<file path="config.mk">
export PLATFORM = sky130hd
export DESIGN_NAME = comp_serial_seq
export DESIGN_NICKNAME = d
export VERILOG_FILES = /design/src/rtl/comp_serial_seq.sv
export SDC_FILE = /design/constraint.sdc
export NUM_CORES = 1
export LEC_CHECK = 0
export BUFFER_PORTS_ARGS = -buffer_cell sky130_fd_sc_hd__buf_2
export CAP_MARGIN = 40
export CORE_MARGIN = 4
export CORE_UTILIZATION = 53
export DETAILED_ROUTE_END_ITERATION = 8
export PLACE_DENSITY = 0.79
export SYNTH_ARGS = -nofsm -noshare
export SYNTH_HDL_FRONTEND = slang
export SYNTH_SLANG_ARGS = --single-unit
</file>
<file path="constraint.sdc">
create_clock -name clk -period 2.3 [get_ports clk]
set_input_delay 0.115 -clock clk [delete_from_list [all_inputs] [get_ports clk]]
set_output_delay 0.115 -clock clk [all_outputs]
set_load 0.01 [all_outputs]
</file>
<file path="src/rtl/comp_serial_seq.sv">
// Purpose: bit-serial MSB-first magnitude comparator; one compare slice walks captured operands, stops at first differing bit.
// Latency: start accept to done is WIDTH-p cycles (p = first differing bit from bit 0), WIDTH cycles when equal.
// Backpressure: none; start is only sampled in IDLE, requests arriving while busy are dropped, not queued.
//
// Ports:
//   clk, rst          rising-edge clock, asynchronous active-high reset
//   start             compare request, accepted only in IDLE
//   a, b              WIDTH-bit unsigned operands, captured on the accepting edge
//   busy              high in SCAN and DONE
//   done              one-cycle pulse while in DONE
//   l, g, e           one-hot result (A<B, A>B, A==B), held until the next accepted start
module comp_serial_seq #(
    parameter int WIDTH = 8
) (
    input  logic             clk,
    input  logic             rst,
    input  logic             start,
    input  logic [WIDTH-1:0] a,
    input  logic [WIDTH-1:0] b,
    output logic             busy,
    output logic             done,
    output logic             l,
    output logic             g,
    output logic             e
);

    localparam int IW = (WIDTH > 1) ? $clog2(WIDTH) : 1;

    typedef enum logic [1:0] {
        IDLE = 2'd0,
        SCAN = 2'd1,
        DONE = 2'd2
    } state_t;

    state_t           state_q, state_d;
    logic [WIDTH-1:0] ra_q, ra_d;
    logic [WIDTH-1:0] rb_q, rb_d;
    logic [IW-1:0]    idx_q, idx_d;
    logic             l_q, l_d;
    logic             g_q, g_d;
    logic             e_q, e_d;

    // Operands and index are widened to fixed sizes so the bit select stays
    // well-formed for every legal WIDTH, including WIDTH=1.
    logic [31:0] ra_ext;
    logic [31:0] rb_ext;
    logic [4:0]  idx_ext;
    logic        bit_a;
    logic        bit_b;
    logic        lt;
    logic        gt;

    assign ra_ext  = 32'(ra_q);
    assign rb_ext  = 32'(rb_q);
    assign idx_ext = 5'(idx_q);
    assign bit_a   = ra_ext[idx_ext];
    assign bit_b   = rb_ext[idx_ext];

    // The single 1-bit compare slice.
    assign lt = ~bit_a & bit_b;
    assign gt = bit_a & ~bit_b;

    always_comb begin
        state_d = state_q;
        ra_d    = ra_q;
        rb_d    = rb_q;
        idx_d   = idx_q;
        l_d     = l_q;
        g_d     = g_q;
        e_d     = e_q;

        case (state_q)
            IDLE: begin
                if (start) begin
                    ra_d    = a;
                    rb_d    = b;
                    idx_d   = IW'(WIDTH - 1);
                    l_d     = 1'b0;
                    g_d     = 1'b0;
                    e_d     = 1'b0;
                    state_d = SCAN;
                end
            end
            SCAN: begin
                if (lt) begin
                    l_d     = 1'b1;
                    state_d = DONE;
                end else if (gt) begin
                    g_d     = 1'b1;
                    state_d = DONE;
                end else if (idx_q == '0) begin
                    e_d     = 1'b1;
                    state_d = DONE;
                end else begin
                    idx_d = idx_q - IW'(1);
                end
            end
            DONE: begin
                state_d = IDLE;
            end
            default: begin
                state_d = IDLE;
            end
        endcase
    end

    always_ff @(posedge clk or posedge rst) begin
        if (rst) begin
            state_q <= IDLE;
            ra_q    <= '0;
            rb_q    <= '0;
            idx_q   <= '0;
            l_q     <= 1'b0;
            g_q     <= 1'b0;
            e_q     <= 1'b0;
        end else begin
            state_q <= state_d;
            ra_q    <= ra_d;
            rb_q    <= rb_d;
            idx_q   <= idx_d;
            l_q     <= l_d;
            g_q     <= g_d;
            e_q     <= e_d;
        end
    end

    // Outputs decode straight from registers; no input reaches them combinationally.
    assign busy = (state_q != IDLE);
    assign done = (state_q == DONE);
    assign l    = l_q;
    assign g    = g_q;
    assign e    = e_q;

endmodule

</file>
==> summary.md, run 1 <==
| Metric | Value |
|---|---|
| Outcome | finished clean |
| Ys Warns | 0 |
| Number of diodes | 0 |
| WS Path Type | reg2reg |
| CP Capture Type | flip-flop |
| Slew @ Worst Pin | 0.459 ns |
| Seq/Total Area, Yosys | 51.0% |
| Routed wire length | 2020 um |
| Post-synthesis compound-gate area fraction | 5.31% |
| Clock skew | 0.00545 ns |
| Area of the mapped netlist | 0.00118 sq mm |
| Syn avg cell area | 13.0 sq um |
| Detail Route Antenna Nets | 0 |
| Max-cap viol count | 0 |
| Syn-to-layout area delta | 16.9% |
| Effective utilization at floorplan | 57.7% |
| RSZ-0062 raised after global routing | false |
| Pre-CTS setup slack | 0.0207 ns |
| Minimum clock period | 2.13 ns |
| Hold_ws | 0.0318 ns |
| Drt pass-1 iters | 2 |
| Largest net degree at the start of global routing | 21 |
| DRC Markers | 0 |
| Worst path slowest cell | mux4_2 |
| Top-area cell type share of the netlist area | 51.0% |
| P per Cell Area | 1330 mW/mm^2 |
| Maximum root-to-sink buffer count | 2 |
| TritonCTS clock tree | done |
| Worst-path clk slew | 0.13 ns |
| Area of the multi-input gates | 536 sq um |
| Slew Viols, Final | 0 |
| Critical Path Fanout Max | 5 |
| Largest family of logic cells by synthesized area | multiplexers |
| Vias | 785 |
| Filler Cells Inserted | 174 |
| Post-Synth XOR/XNOR Area | 0% |
| CTS sink cnt | 24 |
| Final period utilization | 92.8% |
| Nets | 142 |
| Top cells by area, synth | dfrtp_1 (51%), mux2_2 (15%), mux4_2 (7.6%) |
| Rows | 16 |
| Setup Viol. Count Final | 0 |
| PnR Total Power | 1.83 mW |
| Die area | 0.00304 sq mm |
| Initial antenna violation count | 0 |
| Cells after Synth | 91 |
| Vias in the first global route | 826 |
| Setup Fix Bufs, Post-CTS | 0 |
| FF+latch count, synth | 24 |
| TritonCTS buffer count | 3 |
| Arr. time, crit path | 2.32 ns |
| CP peak stage delay | 0.51 ns |
| Register area | 602 sq um |
| HP Class | in2reg |
| First-pass GRT wire length | 3590 um |
| Die X | 55.2 um |
| Net count after synthesis | 115 |
| Port Buffers | 23 |
| Setup_tns | 0 ns |
| Mux share of post-synthesis cell area | 23.8% |
| Clock Tree Root | clkbuf_4 |
| Die Y | 55.2 um |
| Peak VDD IR | 739 uV |
| F_max | 468 MHz |
| CP Cell Sequence | mux4_2 -> nand2_1 -> nand2_1 -> ha_1 -> nor4b_4 -> and2_1 -> a22oi_1 |
| Layout cell share with drive strength beyond 1 | 44.4% |
| Fin. Hold Viols | 0 |
| Core Area | 0.00204 sq mm |
| Startpoint type of the worst setup path | flip-flop |
| Drt initial violations | 8 |
| Synth area leader | dfrtp_1 |
| Clock network latency to the later pin of the worst-skew pair | 0.30 ns |
| Detail Placement HPWL | 1610 um |
| Top Ports | 24 |
| Grt ovf | 0 |
| Total track usage | 16.9% |
| Worst slew margin | 69.3% |
| Setup WS post-layout | 0.165 ns |
| Vias per cell | 5.45 |
| Routability cong. | 0.795 |
| Adder-cell share of the synthesized area | 5.31% |
| Worst EP required | 2.49 ns |
| Most frequent CP cell | nand2_1 |
| Synth cell types | 25 |
| Leak pwr | 0.670 nW |
| Post-Synth Simple-Gate Area | 10.3% |
| Drt wl/cell | 14.0 um |
| Most frequent cells in the layout | dfrtp_1 (23), buf_2 (23), mux2_2 (16) |
| H-tree Lvls | 1 |
cells in the mapped netlist:
master,number
dfrtp_1,24
mux2_2,16
nand2_1,8
inv_1,6
ha_1,5
mux4_2,4
nor2_1,4
and2_1,3
a21oi_1,2
buf_2,2
nand2b_1,2
nor2b_1,2
a22o_1,1
a22oi_1,1
a31oi_1,1
a32o_1,1
buf_4,1
buf_6,1
mux2i_1,1
nand3_1,1
nor3b_2,1
nor4b_2,1
o21ai_0,1
o22ai_1,1
o2bb2ai_1,1
what timing repair did:
| item | in CTS | in global routing |
|---|---|---|
| setup endpoints to repair | 2 | 3 |
| resized for setup | 1 | 1 |
| hold buffers | 1 | 0 |
| cloned | 0 | 0 |
| hold endpoints to repair | 10 | 0 |
layout make-up:
class | count | area share, %
clock buffer | 4 | 2.63
inverter | 6 | 1.63
multi-input combinational | 57 | 38.9
sequential | 24 | 43.7
tap | 27 | 2.45
timing repair buffer | 26 | 10.7
path summary, 6_finish.rpt:
check / start / end / slack (ns) / depth (start not counted)
setup reg to reg: idx_q[1] / idx_q[1] / 0.17 / 7
min in group asynchronous: rst / state_q[1] / 0.34 / 3
hold reg to reg: g / g / 0.52 / 1
setup / recovery: idx_q[1] / idx_q[1] / 0.17 / 7
max in group asynchronous: rst / ra_q[0] / 1.51 / 4
hold / removal: b[0] / rb_q[0] / 0.03 / 2
critical path, delay by kind of cell, from the launching register on:
kind	cells	cell delay (ns)
and+or+nand+nor	4	0.71
AOI/OAI and AO/OA	1	0.09
DFF	1	0.47
adders and majority gates	1	0.24
muxes	1	0.51
registers in the layout, summed over array words and instances (netlist names):
| name | flops |
|---|---|
| ra_q | 8 |
| e | 1 |
| l | 1 |
| g | 1 |
| rb_q | 8 |
| state_q | 2 |
| idx_q | 3 |
stage by stage:
| step | util [%] | cell area [sq um] | instances |
|---|---|---|---|
| after floorplan | - | 1180 | 91 |
| after global placement | 64.0 | 1310 | 138 |
| after detailed placement | 64.7 | 1320 | 139 |
| after CTS | 67.4 | 1380 | 144 |
| after global routing | 67.5 | 1380 | 144 |
| final | 67.5 | 1380 | 144 |
report_power, final:
group | switching, mW | internal [mW]
clock | 0.120 | 0.0965
combinational | 0.369 | 0.475
sequential | 0.148 | 0.619
cells by family after synthesis:
kind of cell               Yosys count
DFF                                 24
and+or+nand+nor                     22
AOI/OAI and AO/OA                    9
muxes                               21
adders and majority gates            5
buffers and inverters               10
per-layer routing:
| layer | GRT usage (%) | up-vias | wire length [um] |
|---|---|---|---|
| met3 | 3.22 | 2 | 96 |
| met5 | 0 | - | 0 |
| met2 | 30.9 | 18 | 1100 |
| met1 | 19.6 | 393 | 805 |
| met4 | 6.07 | 0 | 18 |
| li1 | - | 372 | - |
Power figures use the tool's default switching activity.
==> inputs of run 2 (changes only) <==
--- a/config.mk
+++ b/config.mk
@@ -11,6 +11,7 @@
 export CORE_UTILIZATION = 53
 export DETAILED_ROUTE_END_ITERATION = 8
 export PLACE_DENSITY = 0.79
+export RECOVER_POWER = 50
 export SYNTH_ARGS = -nofsm -noshare
 export SYNTH_HDL_FRONTEND = slang
 export SYNTH_SLANG_ARGS = --single-unit
==> run 2 against run 1 <==
Effect of this change: largest power group unchanged; utilization fell by 0.67 points; die area unchanged; clock skew is essentially flat; critical path type unchanged; register-to-register slack hardly changed; routed wire length hardly changed.
==> summary.md, run 2 (synthesis results as in run 1) <==
| Metric | Value |
|---|---|
| Most frequent CP cell | nand2_1 |
| Layout Cells excl Fill | 144 |
| Internal power | 1.19 mW |
| Initial antenna violation count | 0 |
| Startpoint type of the worst setup path | flip-flop |
| Top flop regs | ra_q: 8 flops, rb_q: 8 flops, idx_q: 3 flops |
| Core Util, Final | 66.8% |
| Clock Tree Root | clkbuf_4 |
| Minimum clock period | 2.13 ns |
| Critical Path Fanout Max | 5 |
| Combinational share of power | 46.1% |
| CTS sink cnt | 24 |
| Die area | 0.00304 sq mm |
| Max-cap viol count | 0 |
| Area of the multi-input gates | 536 sq um |
| Clock network latency to the later pin of the worst-skew pair | 0.30 ns |
| Drt initial violations | 8 |
| DRC Markers | 0 |
| Layout cell share with drive strength beyond 1 | 41.9% |
| Outcome | finished clean |
| RSZ-0062 raised after global routing | false |
| Slew @ Worst Pin | 0.722 ns |
| Worst slew margin | 51.9% |
| Clock skew | 0.00552 ns |
| Total track usage | 16.9% |
| Drt pass-1 iters | 2 |
| First-pass GRT wire length | 3590 um |
| F_max | 468 MHz |
| Vias | 786 |
| Vias per cell | 5.46 |
| Number of diodes | 0 |
| Worst-path clk slew | 0.13 ns |
| Maximum root-to-sink buffer count | 2 |
| WS Path Type | reg2reg |
| Most frequent cells in the layout | dfrtp_1 (23), buf_2 (21), mux2_2 (16) |
| Setup Viol. Count Final | 0 |
| Slew Viols, Final | 0 |
| Fin. Hold Viols | 0 |
| Die X | 55.2 um |
| Rows | 16 |
| Nets | 142 |
| Delay-heaviest family, CP | simple AND/OR/NAND/NOR gates |
| Power share of the clock group | 11.9% |
| CP Cell Sequence | mux4_2 -> nand2_1 -> nand2_1 -> ha_1 -> nor4b_4 -> and2_1 -> a22oi_1 |
| Worst EP required | 2.49 ns |
| Register share of total power | 42.1% |
| Register area | 602 sq um |
| Vias in the first global route | 826 |
| Grt ovf | 0 |
| H-tree Lvls | 1 |
| Routed wire length | 2020 um |
| Final Cell Area | 0.00136 sq mm |
| Core Area | 0.00204 sq mm |
| Worst path slowest cell | mux4_2 |
| TritonCTS clock tree | done |
| CP Capture Type | flip-flop |
| P per Cell Area | 1340 mW/mm^2 |
| Most common cell after layout, fill and taps aside | dfrtp_1 |
| Placed cell count | 139 |
| Setup_tns | 0 ns |
| Setup Fix Bufs, Post-CTS | 0 |
| TritonCTS buffer count | 3 |
| CP peak stage delay | 0.51 ns |
| Port Buffers | 23 |
| Effective utilization at floorplan | 57.7% |
| Detail Route Antenna Nets | 0 |
| HP Class | in2reg |
| Die Y | 55.2 um |
| Leak pwr | 0.656 nW |
| Detail Placement HPWL | 1610 um |
| Routability cong. | 0.795 |
| Final period utilization | 92.8% |
| Drt wl/cell | 14.0 um |
| Switching Power | 636 uW |
| Area after DPL | 0.00132 sq mm |
| Largest net degree at the start of global routing | 21 |
| Arr. time, crit path | 2.32 ns |
| Peak VDD IR | 738 uV |
| Sw Share | 34.9% |
| Top Ports | 24 |
| Syn-to-layout area delta | 15.7% |
| CP Buf/Inv Count | 0 |
| Filler Cells Inserted | 178 |
-- run 2: final timing paths --
path / from / to / cells after the start / slack [ns]
max in group asynchronous: rst / ra_q[0] / 4 / 1.00
min in group asynchronous: rst / state_q[1] / 3 / 0.32
hold / removal: b[0] / rb_q[0] / 2 / 0.03
setup / recovery: idx_q[1] / idx_q[1] / 7 / 0.17
setup reg to reg: idx_q[1] / idx_q[1] / 7 / 0.17
hold reg to reg: e / e / 2 / 0.52
-- run 2: power groups by stage --
stage                     Combinational, mW  Sequential (mW)  Clock (mW)
after global placement                0.774            0.764           0
after floorplan                       0.706            0.707           0
after CTS                             0.858            0.770       0.223
after global routing                  0.935            0.797       0.249
after detailed placement              0.823            0.777           0
final                                 0.840            0.767       0.216
-- run 2: area by class of cell --
type | instances | area share (%)
flip-flops and latches | 24 | 44.1
multi-input cells | 57 | 39.3
repair buffers | 26 | 9.82
clock buffers | 4 | 2.66
well taps | 27 | 2.48
inverters | 6 | 1.65
-- run 2: layer usage --
| metal | part of all wire, % | global-route usage, % | up-vias |
|---|---|---|---|
| met1 | 40 | 19.6 | 394 |
| met5 | 0 | 0 | - |
| met2 | 55 | 30.9 | 18 |
| met4 | 0.89 | 6.07 | 0 |
| li1 | - | - | 372 |
| met3 | 4.8 | 3.22 | 2 |
-- run 2: what timing repair did --
item,CTS,global route
hold buffers,1,0
hold endpoints to repair,10,0
setup endpoints to repair,2,3
resized for setup,1,1
-- run 2: through the flow --
| stage | hold slack, ns | worst slack [ns] | power (mW) |
|---|---|---|---|
| floorplan | 0.130 | 0.278 | 1.41 |
| global placement | 0.331 | 0.0875 | 1.54 |
| detailed placement | 0.139 | 0.0207 | 1.60 |
| CTS | 0.0278 | 0.0561 | 1.85 |
| global route | 0.00214 | 0.0305 | 1.98 |
| finish | 0.0318 | 0.165 | 1.82 |
==> inputs of run 3 (changes only) <==
--- a/config.mk
+++ b/config.mk
@@ -8,9 +8,9 @@
 export BUFFER_PORTS_ARGS = -buffer_cell sky130_fd_sc_hd__buf_2
 export CAP_MARGIN = 40
 export CORE_MARGIN = 4
-export CORE_UTILIZATION = 53
+export CORE_UTILIZATION = 48
 export DETAILED_ROUTE_END_ITERATION = 8
-export PLACE_DENSITY = 0.79
+export PLACE_DENSITY = 0.73
 export RECOVER_POWER = 50
 export SYNTH_ARGS = -nofsm -noshare
 export SYNTH_HDL_FRONTEND = slang
==> run 3 against run 2 <==
Effect of this change: die area increased by 8.9%; combinational power is 2.7% lower; routed wire length fell by 7.3%; global-route usage decreased by 3.7 points; sequential cell count unchanged; maximum frequency up 2.0%; final area fell by 0.92%; sequential share of layout area is 0.41 points higher; register-to-register slack better by 0.04 ns; critical endpoint unchanged.
==> summary.md, run 3 (synthesis results as in run 1) <==
| Metric | Value |
|---|---|
| Outcome | finished clean |
| Detail Route Antenna Nets | 0 |
| CP Capture Type | flip-flop |
| Layout cell share with drive strength beyond 1 | 41.4% |
| Max-cap viol count | 0 |
| Most common cell after layout, fill and taps aside | dfrtp_1 |
| Vias per cell | 5.19 |
| Startpoint type of the worst setup path | flip-flop |
| Critical Path Fanout Max | 5 |
| Fin. Hold Viols | 0 |
| Slew @ Worst Pin | 0.717 ns |
| Sw Share | 34.6% |
| Flop2flop setup slack | 0.21 ns |
| Total track usage | 13.2% |
| Routed wire length | 1870 um |
| Final period utilization | 91.0% |
| Largest net degree at the start of global routing | 21 |
| Vias | 748 |
| Arr. time, crit path | 2.29 ns |
| Critical path origin | idx_q[1] |
| Setup WS post-layout | 0.207 ns |
| Initial antenna violation count | 0 |
| Syn-to-layout area delta | 14.7% |
| Peak VDD IR | 755 uV |
| Combinational share of power | 46.6% |
| F_max | 478 MHz |
| Port Buffers | 23 |
| Clock skew | 0.00491 ns |
| Power share of the clock group | 10.0% |
| Effective utilization at floorplan | 51.8% |
| Setup Viol. Count Final | 0 |
| Drt pass-1 iters | 4 |
| RSZ-0062 raised after global routing | false |
| PnR Total Power | 1.75 mW |
| Worst EP required | 2.49 ns |
| Worst-path clk slew | 0.12 ns |
| Maximum root-to-sink buffer count | 2 |
| Switching Power | 607 uW |
| HP Class | in2reg |
| WS Path Type | reg2reg |
| Reg2reg start | idx_q[1] |
| Drt initial violations | 4 |
| Clock network latency to the later pin of the worst-skew pair | 0.31 ns |
| TritonCTS clock tree | done |
| Die Y | 57.6 um |
| Nets | 142 |
| Internal power | 1.15 mW |
| Most frequent cells in the layout | dfrtp_1 (23), buf_2 (21), mux2_2 (16) |
| Top flop regs | ra_q: 8 flops, rb_q: 8 flops, idx_q: 3 flops |
| Grt ovf | 0 |
| Detail Placement HPWL | 1480 um |
| Die area | 0.00331 sq mm |
| Core Util, Final | 59.4% |
| DRC Markers | 0 |
| Hold Path Origin | a[3] |
| Filler Cells Inserted | 189 |
| CTS sink cnt | 24 |
| Clock Tree Root | clkbuf_4 |
| Core Area | 0.00228 sq mm |
| H-tree Lvls | 1 |
| Top Ports | 24 |
| Slew Viols, Final | 0 |
| Worst slew margin | 52.2% |
| Rows | 17 |
| Pre-CTS setup slack | 0.0592 ns |
| Leak pwr | 0.649 nW |
| Drt wl/cell | 13.0 um |
| Setup_tns | 0 ns |
| Number of diodes | 0 |
| Hold_ws | 0.0279 ns |
| Die X | 57.6 um |
| Vias in the first global route | 767 |
| Minimum clock period | 2.09 ns |
| Register share of total power | 43.5% |
| Routability cong. | 0.771 |
| P per Cell Area | 1300 mW/mm^2 |
| First-pass GRT wire length | 3380 um |
| TritonCTS buffer count | 3 |
## run 3: cell count changes in the layout (fill, tap and decap cells not counted), sizes merged
cell	previous run	this run
clkbuf	7	6
## run 3: path summary, 6_finish.rpt
path / to / cells after the start
worst min register to register: g / 1
worst max-delay path: idx_q[1] / 7
min in group asynchronous: g / 3
worst max register to register: idx_q[1] / 7
max in group asynchronous: rb_q[4] / 4
worst min-delay path: ra_q[3] / 2
## run 3: what timing repair did
| item | in CTS | in global routing |
|---|---|---|
| hold buffers | 1 | 0 |
| buffers inserted | 0 | 0 |
| endpoints found under the hold margin | 10 | 0 |
| gates resized for setup | 0 | 2 |
| setup endpoints to repair | 0 | 4 |
## run 3: metrics by stage
stage                     cells  cell area (sq um)
final                       144               1350
after global routing        144               1350
after CTS                   144               1360
after detailed placement    140               1320
after global placement      139               1310
after floorplan              91               1180
## run 3: cell type report
cell class,instances,area (sq um),area share (%)
flip-flops and latches,24,602,44.5
multi-input cells,57,536,39.6
repair buffers,26,134,9.91
well taps,28,35.0,2.59
clock buffers,3,22.5,1.67
inverters,6,22.5,1.67
## run 3: power groups by stage
stage                     sequential, mW  clock (mW)  combinational [mW]
after global placement             0.765           0               0.778
after global routing               0.797       0.204               0.932
final                              0.763       0.175               0.817
after floorplan                    0.707           0               0.706
after CTS                          0.765       0.186               0.809
after detailed placement           0.771           0               0.807
## run 3: layer usage
metal | global-route usage, % | vias up | wire, um
li1 | - | 370 | -
met1 | 16.4 | 357 | 822
met2 | 21.8 | 19 | 914
met3 | 4.98 | 2 | 123
met4 | 2.98 | 0 | 13
met5 | 0 | - | 0
## run 3: worst max-delay path, cell delays in order, from the launching register on
cell	delay, ns
dfrtp_2	0.46
mux4_2	0.50
nand2_1	0.09
nand2_1	0.06
ha_1	0.23
nor4b_4	0.35
and2_1	0.20
a22oi_1	0.09
